<file path="src/rtl/mem_line_serializer.sv">
// mem_line_serializer
//   Blocking line-to-word adapter between the cache and a word-wide memory.
//   One 128b line request is latched and issued as four 32b word requests.
//   The four in-order word responses are collected into a single line response.
//   The security domain is latched with the line and driven on o_mem_domain
//   until the line response is accepted.
//
//   Message layouts, MSB first:
//     line req  {type[2:0], opaque, addr, len[3:0], data[127:0]}  175b
//     line resp {type[2:0], opaque, len[3:0], data[127:0]}        143b
//     word req  {type[2:0], opaque, addr, len[1:0], data[31:0]}    77b
//     word resp {type[2:0], opaque, len[1:0], data[31:0]}          45b
//   Type encoding: 0 = read, 1 = write.
//
//   Optional build macro MEM_LINE_SERIALIZER_INSECURE_ZERO_EN:
//     Adds the i_memresp_insecure input.
//     If any word response of a line is flagged insecure, the line response
//     data is forced to zero. Type and opaque are left unchanged.
module mem_line_serializer #(
   parameter  int p_opaque_nbits    = 8,
   parameter  int p_addr_nbits      = 32,
   parameter  int p_line_nbits      = 128,
   parameter  int p_word_nbits      = 32,
   localparam int c_line_len_nbits  = $clog2(p_line_nbits / 8),
   localparam int c_word_len_nbits  = $clog2(p_word_nbits / 8),
   localparam int c_line_req_nbits  = 3 + p_opaque_nbits + p_addr_nbits + c_line_len_nbits + p_line_nbits,
   localparam int c_line_resp_nbits = 3 + p_opaque_nbits + c_line_len_nbits + p_line_nbits,
   localparam int c_word_req_nbits  = 3 + p_opaque_nbits + p_addr_nbits + c_word_len_nbits + p_word_nbits,
   localparam int c_word_resp_nbits = 3 + p_opaque_nbits + c_word_len_nbits + p_word_nbits
) (
   input  logic                         clk,
   input  logic                         reset,
   input  logic                         i_domain,
   input  logic                         i_line_req_val,
   output logic                         o_line_req_rdy,
   input  logic [c_line_req_nbits-1:0]  i_line_req_msg,
   output logic                         o_line_resp_val,
   input  logic                         i_line_resp_rdy,
   output logic [c_line_resp_nbits-1:0] o_line_resp_msg,
   output logic                         o_mem_domain,
   output logic                         o_memreq_val,
   input  logic                         i_memreq_rdy,
   output logic [c_word_req_nbits-1:0]  o_memreq_msg,
   input  logic                         i_memresp_val,
   output logic                         o_memresp_rdy,
`ifdef MEM_LINE_SERIALIZER_INSECURE_ZERO_EN
   input  logic                         i_memresp_insecure,
`endif
   input  logic [c_word_resp_nbits-1:0] i_memresp_msg
);

   localparam int c_nwords    = p_line_nbits / p_word_nbits;
   localparam int c_idx_nbits = $clog2(c_nwords);
   localparam int c_cnt_nbits = $clog2(c_nwords + 1);

   localparam logic [2:0] c_type_read  = 3'd0;
   localparam logic [2:0] c_type_write = 3'd1;

   localparam logic [c_cnt_nbits-1:0]  c_cnt_one  = c_cnt_nbits'(1);
   localparam logic [c_cnt_nbits-1:0]  c_cnt_last = c_cnt_nbits'(c_nwords - 1);
   localparam logic [p_addr_nbits-1:0] c_line_off = p_addr_nbits'(p_line_nbits / 8 - 1);

   typedef enum logic [1:0] {
      IDLE = 2'd0,
      XFER = 2'd1,
      RESP = 2'd2
   } state_t;

   state_t                    r_state;
   logic [2:0]                r_type;
   logic [p_opaque_nbits-1:0] r_opaque;
   logic [p_addr_nbits-1:0]   r_addr;
   logic [p_line_nbits-1:0]   r_line;
   logic                      r_domain;
   logic [c_cnt_nbits-1:0]    r_req_cnt;
   logic [c_cnt_nbits-1:0]    r_resp_cnt;
   logic                      r_memreq_val;
   logic                      r_line_resp_val;
   logic                      r_insecure;

   // Line request fields
   logic [2:0]                  w_lreq_type;
   logic [p_opaque_nbits-1:0]   w_lreq_opaque;
   logic [p_addr_nbits-1:0]     w_lreq_addr;
   logic [c_line_len_nbits-1:0] w_lreq_len;
   logic [p_line_nbits-1:0]     w_lreq_data;

   assign {w_lreq_type, w_lreq_opaque, w_lreq_addr, w_lreq_len, w_lreq_data} = i_line_req_msg;

   // Word response fields
   logic [2:0]                  w_mresp_type;
   logic [p_opaque_nbits-1:0]   w_mresp_opaque;
   logic [c_word_len_nbits-1:0] w_mresp_len;
   logic [p_word_nbits-1:0]     w_mresp_data;

   assign {w_mresp_type, w_mresp_opaque, w_mresp_len, w_mresp_data} = i_memresp_msg;

   // Fields the serializer does not act on: lengths are implied and the
   // opaque echoed back to the cache is the latched one.
   logic w_unused;
   assign w_unused = ^{w_lreq_len, w_mresp_opaque, w_mresp_len};

   logic                    w_req_fire;
   logic                    w_resp_fire;
   logic                    w_resp_data_ok;
   logic                    w_resp_flag;
   logic [c_idx_nbits-1:0]  w_req_idx;
   logic [c_idx_nbits-1:0]  w_resp_idx;
   logic [p_addr_nbits-1:0] w_req_addr;
   logic [p_word_nbits-1:0] w_req_data;
   logic [p_line_nbits-1:0] w_resp_data;

   assign w_req_fire  = r_memreq_val & i_memreq_rdy;
   assign w_resp_fire = i_memresp_val & o_memresp_rdy;
   assign w_req_idx   = r_req_cnt[c_idx_nbits-1:0];
   assign w_resp_idx  = r_resp_cnt[c_idx_nbits-1:0];

   // Only read responses of the matching type carry data into the line buffer.
   assign w_resp_data_ok = (r_type == c_type_read) && (w_mresp_type == r_type);

   // Word address steps by one word per request from the aligned line base.
   assign w_req_addr = r_addr + (p_addr_nbits'(r_req_cnt) << c_word_len_nbits);

   // Word request data: the selected line slice for writes, zero otherwise
   always_comb begin
      // NOTE: assigning a default first gives every path a value, so no latch is inferred.
      w_req_data = '0;
      if (r_type == c_type_write) begin
         w_req_data = r_line[p_word_nbits*w_req_idx +: p_word_nbits];
      end
   end

`ifdef MEM_LINE_SERIALIZER_INSECURE_ZERO_EN
   assign w_resp_flag = i_memresp_insecure;
   assign w_resp_data = (r_type == c_type_read && !r_insecure) ? r_line : '0;
`else
   assign w_resp_flag = 1'b0;
   assign w_resp_data = (r_type == c_type_read) ? r_line : '0;
`endif

   assign o_line_req_rdy  = (r_state == IDLE);
   assign o_memreq_val    = r_memreq_val;
   assign o_line_resp_val = r_line_resp_val;
   assign o_mem_domain    = r_domain;

   // A response is taken only once its request has left, or as it leaves.
   assign o_memresp_rdy = (r_state == XFER) && ((r_resp_cnt < r_req_cnt) || w_req_fire);

   assign o_memreq_msg = {r_type, r_opaque, w_req_addr, c_word_len_nbits'(0), w_req_data};

   assign o_line_resp_msg = {r_type, r_opaque, c_line_len_nbits'(0), w_resp_data};

   // Control FSM with registered handshake outputs, line buffer and counters
   always_ff @(posedge clk or negedge reset) begin
      if (!reset) begin
         // NOTE: the line buffer is reset with the control state so a stale line
         // can never leak into a later response or into another security domain.
         r_state         <= IDLE;
         r_type          <= '0;
         r_opaque        <= '0;
         r_addr          <= '0;
         r_line          <= '0;
         r_domain        <= 1'b0;
         r_req_cnt       <= '0;
         r_resp_cnt      <= '0;
         r_memreq_val    <= 1'b0;
         r_line_resp_val <= 1'b0;
         r_insecure      <= 1'b0;
      end else begin
         // NOTE: non-blocking assignments make every register update from the
         // same pre-edge values, independent of statement order.
         case (r_state)
            IDLE: begin
               if (i_line_req_val) begin
                  r_type       <= w_lreq_type;
                  r_opaque     <= w_lreq_opaque;
                  r_addr       <= w_lreq_addr & ~c_line_off;
                  r_line       <= (w_lreq_type == c_type_write) ? w_lreq_data : '0;
                  r_domain     <= i_domain;
                  r_req_cnt    <= '0;
                  r_resp_cnt   <= '0;
                  r_insecure   <= 1'b0;
                  r_memreq_val <= 1'b1;
                  r_state      <= XFER;
               end
            end

            XFER: begin
               if (w_req_fire) begin
                  r_req_cnt    <= r_req_cnt + c_cnt_one;
                  r_memreq_val <= (r_req_cnt != c_cnt_last);
               end
               if (w_resp_fire) begin
                  r_resp_cnt <= r_resp_cnt + c_cnt_one;
                  if (w_resp_data_ok) begin
                     r_line[p_word_nbits*w_resp_idx +: p_word_nbits] <= w_mresp_data;
                  end
                  if (w_resp_flag) begin
                     r_insecure <= 1'b1;
                  end
                  if (r_resp_cnt == c_cnt_last) begin
                     r_line_resp_val <= 1'b1;
                     r_state         <= RESP;
                  end
               end
            end

            RESP: begin
               if (i_line_resp_rdy) begin
                  r_line_resp_val <= 1'b0;
                  r_domain        <= 1'b0;
                  r_state         <= IDLE;
               end
            end

            default: begin
               r_state <= IDLE;
            end
         endcase
      end
   end

endmodule
</file>
<file path="config.mk">
export PLATFORM = sky130hd
export DESIGN_NAME = mem_line_serializer
export DESIGN_NICKNAME = d
export VERILOG_FILES = /design/src/rtl/mem_line_serializer.sv
export SDC_FILE = /design/constraint.sdc
export NUM_CORES = 1
export LEC_CHECK = 0
export BUFFER_PORTS_ARGS = -buffer_cell sky130_fd_sc_hd__clkbuf_2
export CAP_MARGIN = 20
export CORE_AREA = 5 5 171 173
export CTS_CLUSTER_DIAMETER = 60
export DETAILED_ROUTE_END_ITERATION = 10
export DIE_AREA = 0 0 176 178
export PLACE_DENSITY = 0.67
export SYNTH_ARGS = -nofsm -noshare
export SYNTH_HDL_FRONTEND = slang
export SYNTH_SLANG_ARGS = --single-unit
</file>
<file path="constraint.sdc">
create_clock -name clk -period 3.4 [get_ports clk]
set_input_delay 0.34 -clock clk [delete_from_list [all_inputs] [get_ports clk]]
set_output_delay 0.34 -clock clk [all_outputs]
set_load 0.01 [all_outputs]
</file>
==> results.txt <==
* Placeable Area: 0.02748 mm2
- Gpl congestion: 0.8493
- Drt initial violations: 721
* Number of rows in the core area: 61
- Run status: finished, violations left
- CTS tree: built
* Total number of yosys warnings: 0
- After the flow finishes, the layout carries non-filler instances totaling 1734.
* Largest family of logic cells by synthesized area: multiplexers
* DR vias/cell: 5.480
- Data arrival time at the worst-slack endpoint: 2.51 ns
- Across the routed clock network, the largest skew measured is 0.01545 ns.
- After clock tree synthesis, the clock-pin slew on the worst setup and hold paths is 0.08 ns.
* Hold-fix buffers at CTS: 0
- The setup path with the least slack is of type reg2out.
* Number of cells upsized or downsized after cts: 0
- Startpoint class of the critical path: flop
- At the worst endpoint, the required time is 3.06 ns.
- Once the floorplan was initialized, standard cells occupied 41.16% of the core.
- Number of max-slew violations in the final report: 0
- Critical-path cell with the highest stage delay: nor2_1
- The die is 176 um wide.
- Distinct cell type count after synthesis: 41
* GRT Overall Usage: 24.05%
* WHS: -0.01568 ns
- ANT nets after route: 0
- Wire length of the first global-routing pass: 57930 um
- Routed WL per cell: 22.21 um
* TritonCTS buffer count: 17
- After global routing the overflow that remains totals 0.
- Leading cell types in the layout, fill and taps excluded: 424 x clkbuf_2, 176 x dfrtp_1, 130 x and2_1, 130 x a22o_1, 126 x nand2_1
- Antenna diode count: 0
* Post-synthesis cell area: 0.01131 mm2
- The wire-length estimate of the detail-placed layout is 27240 um.
* Post-synthesis cell type with the largest combined area: dfrtp_1
- Largest net degree at the start of global routing: 102
- From synthesis to final layout, the design area changed by 25.12%.
- Proportion of layout cells with a drive suffix above 1: 47.05%
- Total detailed-routing wirelength: 38520 um
- RSZ-0062 raised after global routing: false
* Maximum clock frequency: 350.5 MHz
- Most used DFF post-synth: dfrtp_1
- In the synthesized netlist, mux cells make up 22.58% of the area.
- The share of the Yosys chip area taken by registers is 39.38%.
* Cell type with the highest occurrence count on the critical path: ha_1
- Count of endpoints failing setup in the final report: 0
- The later pin in the worst-skew pair is clocked with a latency of 0.44 ns.
- Library cell used as clock root buffer: clkbuf_16
- Counting flops with a built-in enable in the synthesized netlist gives 0.
* Maximum resistive drop on vdd: 429.0 uV
* Fraction of synthesized cell area in xor and xnor cells: 2.013%
- For this run, design rule violations remaining after detail routing come to 0.
- Share of the clock period used by the worst path after layout: 83.91%
* Die Span Y: 178 um
* Violated checks: negative hold slack
- Final-report hold violation count: 15
- Buffers placed on the I/O ports in this run total 425.
- Critical-path maximum fanout: 10
- Relative slew margins: 41.51%
- CTS H-tree lvls: 4
- Compound-Gate Fraction of Synth Area: 11.93%
- Setup tns final: 0 ns
* I/O pin cnt: 452
- Number of vias after detailed routing: 9503
- Together, buffers and inverters on the worst path number 2.
- Max Cap Viol: 0
- Total of flip-flops plus latches after synthesis: 178
* Areal power density over the cells: 723.3 mW/mm2
- Register area: 0.004457 mm2
* Async set or reset register ratio after synthesis: 100.0%
* Via count of the first global-routing pass: 9920
- After layout, the design draws a total of 10.24 mW.
- Count of buffers added by post-CTS timing repair for setup: 0
- The path class of the tightest hold or removal check is in2async.
- NumNets Final: 1613
- Leak: 7.380 nW
* Filler cells: 2539
* Clock Sinks: 178
- Largest cells by area after synthesis: dfrtp_1 39%, mux2_4 12%, a22o_1 10%
* Post-synthesis share of cell area spent on and, or, nand and nor gates: 16.74%
- The die covers 0.03133 mm2.
- The kind of cell with the highest combined delay along the critical path is simple AND/OR/NAND/NOR gates.
- Mean cell area of the mapped netlist: 11.33 um2
- The pre-antenna-repair detailed-routing pass consisted of 5 iterations.
- Arithmetic-cell share of the synthesized area counting full adders, half adders and majority gates: 1.217%
- Clock tree buffer depth: 2
- Synthesis produced 998 cells.
- Once placement completed, the tool counted placed cells totaling 1702.
- The initial antenna violation count was 0.
- STA classifies the critical path endpoint as an output port.
- Subtracting the final worst setup slack from the clock period gives 2.853 ns.
- The share of synthesized area in the top cell type comes to 39.38%.
* Cell-by-cell trace of the critical path: ha_1, ha_1, inv_1, nor2_1, nand4_1, xnor2_1, clkbuf_2
- Multi-input combinational cell area: 0.006233 mm2
- Slew at the pin closest to its max-slew limit: 0.8773 ns
- The library cell used most frequently in the layout, excluding fill and tap cells, is clkbuf_2.
* Slowest stage delay, CP: 0.58 ns
- Final Util: 51.50%
## area by class of cell
| cell class | instances | area share [%] |
|---|---|---|
| Multi-Input combinational cell | 717 | 44.05 |
| Clock inverter | 15 | 1.264 |
| Inverter | 12 | 0.3183 |
| Timing Repair Buffer | 449 | 16.81 |
| Sequential cell | 178 | 31.49 |
| Tap cell | 346 | 3.059 |
| Clock buffer | 17 | 3.006 |
## metrics by stage
stage | setup slack [ns] | area, um2
floorplan | 0.8240 | 11340
global placement | 0.8662 | 13550
detailed placement | 0.8168 | 13550
CTS | 0.5414 | 14150
global route | 0.3408 | 14150
finish | 0.5470 | 14150
## power by group
part / total [mW] / switching [mW] / internal, mW
clock: 2.05 / 1.04 / 1.00
sequential: 3.59 / 0.754 / 2.84
combinational: 4.60 / 2.47 / 2.12
## cells in the mapped netlist (2+ instances only)
library cell / n
a21boi_0: 3
a21oi_1: 5
a22o_1: 130
a22oi_4: 4
and2_1: 130
and3_1: 37
buf_12: 6
buf_2: 25
buf_4: 21
buf_6: 8
clkbuf_1: 37
dfrtp_1: 178
ha_1: 11
inv_1: 12
mux2_1: 10
mux2_2: 31
mux2_4: 90
mux2i_1: 2
mux4_2: 32
nand2_1: 126
nand2b_1: 3
nand3_1: 19
nand4_1: 11
nor2_1: 14
nor3_1: 6
nor4_2: 3
o21ai_0: 6
xnor2_1: 22
xor2_1: 4
## layer usage
metal  vias to the layer above  share of wire (%)  global-route usage, %
met3                        67                7.5                  5.214
li1                       4309                  -                      -
met2                       449                 48                  39.63
met4                         0                3.5                  9.682
met1                      4678                 41                  31.04
met5                         -                  0                      0
## final timing paths
path / from / to / slack (ns) / cells past startpoint
min in group clk: i_line_req_msg[137] / r_addr[5] / 0.09 / 3
worst max-delay path: r_req_cnt[2] / o_memreq_msg[60] / 0.55 / 7
worst max register to register: r_state[0] / r_line[117] / 0.82 / 5
max in group asynchronous: reset / r_line[12] / 2.54 / 2
worst min-delay path: reset / r_line[5] / -0.02 / 1
worst min register to register: r_addr[4] / r_addr[4] / 0.49 / 2
## cells by family (layout without fill, tap and decap cells)
| family | count (synthesis) | count (layout) |
|---|---|---|
| DFF | 178 | 178 |
| buffers and inverters | 110 | 493 |
| muxes | 165 | 165 |
| adders and majority gates | 11 | 11 |
| xor gates and xnor gates | 26 | 26 |
| AOI/OAI and AO/OA | 152 | 152 |
| and+or+nand+nor | 355 | 355 |
| other | 1 | 8 |
## registers in the layout, indices dropped and copies added (netlist names)
| name | cells |
|---|---|
| o_line_resp_val | 1 |
| o_mem_domain | 1 |
| o_memreq_val | 1 |
| r_addr | 28 |
| r_line | 128 |
| r_opaque | 8 |
| r_req_cnt | 3 |
| r_resp_cnt | 3 |
| r_state | 2 |
| r_type | 3 |
No activity file was read; power rests on OpenSTA's default activity.
